--- src/rtl/alu_issue.sv ---
// alu_issue: registered issue/capture front-end for the combinational alu.
// Accepts one request per transaction (IDLE -> EXEC -> RESP), drives the
// registered opcode/operands to the alu, captures alu_f one cycle later and
// holds the result until the consumer takes it.
// Optional feature: define ALU_ISSUE_DZ_GUARD_EN to substitute an all-ones
// result and raise out_dz on a divide by zero.
module alu_issue #(
    parameter int DATA_WIDTH = 16
) (
    input  logic                  clk,
    input  logic                  rst_n,
    input  logic                  in_valid,
    output logic                  in_ready,
    input  logic [2:0]            in_oc,
    input  logic [DATA_WIDTH-1:0] in_a,
    input  logic [DATA_WIDTH-1:0] in_b,
    output logic [2:0]            alu_oc,
    output logic [DATA_WIDTH-1:0] alu_a,
    output logic [DATA_WIDTH-1:0] alu_b,
    input  logic [DATA_WIDTH-1:0] alu_f,
    output logic                  out_valid,
    input  logic                  out_ready,
    output logic [DATA_WIDTH-1:0] out_f,
    output logic                  out_zero,
    output logic                  out_dz,
    output logic [7:0]            op_count
);

    localparam logic [2:0] OC_DIV = 3'b011;

    typedef enum logic [1:0] {
        IDLE = 2'd0,
        EXEC = 2'd1,
        RESP = 2'd2
    } state_t;

    state_t state;

    // Ready depends on state only, so there is no path from out_ready.
    assign in_ready = (state == IDLE);

`ifdef ALU_ISSUE_DZ_GUARD_EN
    logic dz_hit;
    assign dz_hit = (alu_oc == OC_DIV) && (alu_b == '0);

    // Divide-by-zero flag, updated only when a result is captured.
    always_ff @(posedge clk or negedge rst_n) begin
        if (!rst_n) begin
            out_dz <= 1'b0;
        end else if (state == EXEC) begin
            out_dz <= dz_hit;
        end
    end
`else
    logic dz_hit;
    assign dz_hit = 1'b0;
    assign out_dz = 1'b0;
`endif

    // Transaction FSM: issue registers, result capture and completion count.
    always_ff @(posedge clk or negedge rst_n) begin
        if (!rst_n) begin
            state     <= IDLE;
            alu_oc    <= '0;
            alu_a     <= '0;
            alu_b     <= '0;
            out_f     <= '0;
            out_zero  <= 1'b0;
            out_valid <= 1'b0;
            op_count  <= '0;
        end else begin
            case (state)
                IDLE: begin
                    if (in_valid) begin
                        alu_oc <= in_oc;
                        alu_a  <= in_a;
                        alu_b  <= in_b;
                        state  <= EXEC;
                    end
                end
                EXEC: begin
                    // A guarded divide by zero never looks at alu_f.
                    if (dz_hit) begin
                        out_f    <= '1;
                        out_zero <= 1'b0;
                    end else begin
                        out_f    <= alu_f;
                        out_zero <= (alu_f == '0);
                    end
                    out_valid <= 1'b1;
                    state     <= RESP;
                end
                RESP: begin
                    if (out_ready) begin
                        out_valid <= 1'b0;
                        op_count  <= op_count + 8'd1;
                        state     <= IDLE;
                    end
                end
                default: state <= IDLE;
            endcase
        end
    end

endmodule

--- config.mk ---
export PLATFORM = sky130hd
export DESIGN_NAME = alu_issue
export DESIGN_NICKNAME = d
export VERILOG_FILES = /design/src/rtl/alu_issue.sv
export SDC_FILE = /design/constraint.sdc
export NUM_CORES = 1
export LEC_CHECK = 0
export ABC_AREA = 1
export CORE_MARGIN = 2
export CORE_UTILIZATION = 44
export DETAILED_ROUTE_END_ITERATION = 8
export GPL_TIMING_DRIVEN = 0
export MAX_ROUTING_LAYER = met4
export PLACE_DENSITY = 0.84
export SYNTH_ARGS = -nofsm -noshare
export SYNTH_HDL_FRONTEND = slang
export SYNTH_SLANG_ARGS = --single-unit
--- constraint.sdc ---
create_clock -name clk -period 1.7 [get_ports clk]
set_input_delay 0.34 -clock clk [delete_from_list [all_inputs] [get_ports clk]]
set_output_delay 0.34 -clock clk [all_outputs]
set_load 0.02 [all_outputs]
# [Word level (Yosys, flattened, before mapping)]
# Index checks and enable logic that the tools add are counted.
[word_totals] output_inout_bits=63 input_bits=55 word_cells=25 ff_bits=63
[op_classes] muxes=5 addsub=1 reduce_logical=7 eq_ne=4
[ops] op="$logic_not 16->1" n=1
[ops] op="$add 8x1->8 const B" n=1
[ops] op="$reduce_and 2->1" n=4
[ops] op="$pmux 2 s3" n=1
[ops] op="$mux 2" n=2
[ops] op="$ne 2x2->1 const B" n=2
[ops] op="$eq 2x1->1 const B" n=1
[ops] op="$eq 2x2->1 const B" n=1
[ops] op="$logic_not 2->1" n=1
[ops] op="$pmux 1 s2" n=1
[ops] op="$reduce_bool 2->1" n=1
[ops] op="$mux 1" n=1

# [Logic depth before layout (Yosys ltp)]
[logic_depth] ltp_word=3 depth_mapped=7 mapped_depth_nobuf=7

# [Worst setup path before layout]
# OpenSTA, ideal clock, no wires.
[synth_path] path_kind="reg2reg" start="register op_count[0]" end="register op_count[4]" path_buffers=0 stages_incl_launch_ff=6 required_ns=1.570 arrival_ns=1.049 period_less_slack_ns=1.180 setup_time_ns=0.130 path_slack_ns=0.520 path_cell_list="dfrtp_1 ha_1 nand2_1 nor2_4 nand2_1 xnor2_1"
[synth_between] elab_chain_len=1
[synth_rtl] element="start, declared" line="26" rtl="output logic [7:0] op_count"
[synth_rtl] element="start signal, assigned" line="96" rtl="op_count <= op_count + 8'd1;"
[synth_rtl] element="$add 8x1->8" line="96"
# Every way passes these cells.
# A chain may end at the register's enable or synchronous reset.

# [Worst setup path after layout]
[layout_path] start="register state[1]" end="output in_ready"
[layout_between] elab_chain_len=1
[layout_rtl] element="start, declared" line="37" rtl="state_t state;"
[layout_rtl] element="start signal, assigned" line="63" rtl="state <= IDLE;"
[layout_rtl] element="start signal, assigned" line="78" rtl="state <= EXEC;"
[layout_rtl] element="start signal, assigned" line="91" rtl="state <= RESP;"
[layout_rtl] element="$logic_not 2->1" line="40" rtl="assign in_ready = (state == IDLE);"
[layout_rtl] element="end, declared" line="13" rtl="output logic in_ready,"
# Every way passes these cells.

==> flow_summary_export.csv <==
group,metric,value,unit
critical_path,worstPathCellList,"nor2_4, dlygate4sd2_1",
power_and_ir_drop,power_switching,2880,uW
floorplanning,row_count,27,
floorplanning,start_util,0.463,
synth,synth_seq_cells,63,
layout,syn_to_final_growth,58.2,%
sta,max_freq,0.607,GHz
critical_path,path_depth,2,
power_and_ir_drop,power_frac_clock,0.205,
critical_path,r2r_cells,6,
routing,vias,2276,
power_and_ir_drop,p_per_area,1870,mW/mm^2
clock_tree,cts.path.max_buffers,2,
layout,antenna_cells,0,
critical_path,rr_endpoint,"alu_a[10]$_DFFE_PN0P_",
floorplanning,dieArea,0.00653,sq mm
placed_design,gp_congestion,0.776,
floorplanning,ioPinCount,118,
global_routing,grt_start_max_net_pins,35,
clock_tree,cts_tree,"done",
sta,finClkSkew,0.00754,ns
layout,finish.instance_area,0.00411,sq mm
global_routing,antenna_found_initial,0,
clock_tree,clk_pin_slew,0.07,ns
critical_path,cp_max_fo,4,
critical_path,startpoint,"state[1]$_DFFE_PN0P_",
power_and_ir_drop,p_comb_frac,0.458,
synth,synth_cell_types,23,
synth,yosysWarnings,0,
critical_path,crit_path_end_kind,"output port",
sta,slew_violations,0,
status,outcome,"completed",
floorplanning,die_w,80.8,um
worst_hold_path,hp-class,"input pin to asynchronous set/reset pin",
critical_path,crit_type,"register to output port",
routing,wl_per_cell,12.8,um
critical_path,start_kind,"register",
sta,fin_crit_sh,0.968,
critical_path,crit_family,"flip-flops",
clock_tree,ctsHtreeMaxLevel,3,
layout,fillers,415,
critical_path,rrSetupSlack,0.51,ns
clock_tree,root_buffer,"clkbuf_8",
layout,layout-drive-gt1-share,0.0905,
routing,drt-initial-drc-count,89,
synth,synth_nets,343,
routing,wl,6280,um
critical_path,crit_path_top_delay_cell,"dfrtp_1",
sta,setup_violations,0,
layout,nets,471,
critical_path,slowest_delay,0.48,ns
floorplanning,fp.dieH,80.8,um
power_and_ir_drop,internal_power,4810,uW
critical_path,cp_num_buf_inv,1,
power_and_ir_drop,pwr-share-seq,0.336,
clock_tree,cts.sinks,63,
synth,avgSynthCellArea,9.05,sq um
routing,vias_per_cell,4.63,
flow_run,maxCapViolations,0,
floorplanning,core_area,0.00561,sq mm
critical_path,crit_end,"in_ready",
routing,antenna_left,0,
synth,synth_seq_area_share,0.607,
critical_path,worstPathRequired,1.36,ns
layout,multi_input_comb_area,857,sq um
sta,max_slew.worst_pin.slew,0.699,ns
clock_tree,cts_setup_buffers,0,
sta,fin_crit,1.65,ns
placed_design,postPlaceCellArea,0.00386,sq mm
critical_path,crit_arrival,1.31,ns
sta,timing_hold_violations_final,0,
placed_design,hpwl,4630,um
global_routing,grt_pass1_wl,10000,um
layout,fin_util,0.733,
clock_tree,cts_buffers,9,
global_routing,track_usage,0.207,
clock_tree,hold_buffers,0,
synth,synth_edf_count,0,
global_routing,gr-total-overflow,0,
power_and_ir_drop,p_leak,0.00209,uW
synth,synth_ff_type,"dfrtp_1",
power_and_ir_drop,switching_share,0.375,
routing,firstDrtPassIters,4,
synth,syn-cell-area,0.00260,sq mm
synth,synthArstFlopShare,1.00,
power_and_ir_drop,ir_drop,0.00109,V
routing,drc,0,
sta,rsz0062_at_grt,"no",
clock_tree,clock_latency,0.33,ns
layout,seqCellArea,0.00158,sq mm
placed_design,port_buffers,116,
synth,synth_cells,287,
sta,relSlewSlack,0.534,
critical_path,r2r-start,"state[1]$_DFFE_PN0P_",
global_routing,grt_pass1_vias,2272,
[routing by layer]
layer	wire (um)	GRT usage	vias up
met5	0	-	-
met4	127	0.0915	0
met3	382	0.0544	15
met2	3190	0.348	73
met1	2580	0.234	1065
li1	-	-	1123
[layout make-up]
type | count | area share
Clock inverter | 5 | 0.0256
Clock buffer | 11 | 0.0344
Inverter | 19 | 0.0180
Timing Repair Buffer | 117 | 0.286
Buffer | 10 | 0.0219
Multi-Input combinational cell | 195 | 0.209
Tap cell | 72 | 0.0219
Sequential cell | 63 | 0.384
[state kept, by name, summed over array words and instances (netlist names)]
register   cells
alu_a         16
alu_b         16
out_f         16
op_count       8
alu_oc         3
state          2
out_valid      1
out_zero       1
[Yosys cell counts (2+ instances only)]
cell type	instances	share of area
nand2_1	156	0.23
dfrtp_1	63	0.61
inv_1	16	0.023
o21ai_0	9	0.017
buf_4	6	0.017
nand3_1	6	0.012
nor2_1	5	0.0072
buf_6	4	0.017
nor2_4	3	0.013
inv_2	2	0.0029
nand2_2	2	0.0048
nor3_1	2	0.0039
xnor2_1	2	0.0067
xor2_1	2	0.0067
[logic make-up (layout without fill, tap and decap cells)]
group / Yosys count / count (layout) / share of synthesized area
other cells: 1 / 1 / 0.00144
simple gates: 179 / 179 / 0.290
xor+xnor: 4 / 4 / 0.0135
fa+ha+maj: 1 / 1 / 0.00482
compound gates: 10 / 10 / 0.0202
buf+inv: 29 / 162 / 0.0631
flops: 63 / 63 / 0.607
[power groups by stage]
stage          clock, uW  sequential, uW  combinational [uW]
4_1_cts             1600            2590                3580
3_3_place_gp           0            2570                3520
2_1_floorplan          0            3360                1050
6_report            1580            2590                3530
5_1_grt             1670            2660                3820
3_5_place_dp           0            2600                3600
[per-stage QoR]
stage / total power, uW / setup TNS [ns] / cells / setup WS, ns / hold WS, ns
after floorplan: 4410 / 0 / 287 / 0.520 / 0.0444
after global placement: 6090 / -108.37 / 475 / -1.72 / 0.453
after detailed placement: 6200 / 0 / 476 / 0.119 / 0.420
after CTS: 7770 / 0 / 492 / 0.00550 / 0.0612
after global routing: 8150 / 0 / 492 / 0.00286 / 0.103
final: 7690 / 0 / 492 / 0.0539 / 0.0501
[how the worst min path moves through the flow]
stage                          start                 endpoint  slack, ns  cells after the start
3_3_place_gp   out_valid$_DFFE_PN0P_    out_valid$_DFFE_PN0P_       0.45                      2
3_5_place_dp                   rst_n  op_count[7]$_DFFE_PN0P_       0.42                      1
6_report                       rst_n  op_count[7]$_DFFE_PN0P_       0.05                      1
2_1_floorplan                  rst_n     alu_a[0]$_DFFE_PN0P_       0.04                      0
5_1_grt                        rst_n     alu_a[3]$_DFFE_PN0P_       0.10                      1
4_1_cts                        rst_n  op_count[7]$_DFFE_PN0P_       0.06                      1
[cell usage in the layout, fill, tap and decap left out]
| master | synthesis | final |
|---|---|---|
| buf_12 | 0 | 1 |
| nand2_2 | 2 | 2 |
| nand2_1 | 156 | 156 |
| clkbuf_8 | 0 | 10 |
| xnor2_1 | 2 | 2 |
| o21ai_0 | 9 | 9 |
| buf_2 | 0 | 1 |
| clkinvlp_4 | 0 | 2 |
| inv_4 | 1 | 1 |
| conb_1 | 1 | 1 |
| inv_1 | 16 | 16 |
| clkdlybuf4s50_1 | 0 | 105 |
| xor2_1 | 2 | 2 |
| dlymetal6s2s_1 | 0 | 3 |
| nor2_1 | 5 | 5 |
| nand2_4 | 1 | 1 |
| nor3_1 | 2 | 2 |
| ha_1 | 1 | 1 |
| clkbuf_1 | 0 | 1 |
| nand3_4 | 1 | 1 |
| inv_2 | 2 | 2 |
| buf_6 | 4 | 4 |
| o21a_1 | 1 | 1 |
| bufinv_16 | 0 | 3 |
| buf_4 | 6 | 6 |
| dfrtp_1 | 63 | 63 |
| nor2_4 | 3 | 3 |
| nand3_1 | 6 | 6 |
| dlygate4sd2_1 | 0 | 7 |
| nor2_8 | 1 | 1 |
| nand3b_1 | 1 | 1 |
| nand4_1 | 1 | 1 |
[repair_timing]
action | in CTS | in global routing
gates resized for setup | 7 | 3
cloned | 0 | 0
setup endpoints to repair | 7 | 3
No activity file was read; power rests on OpenSTA's default activity.
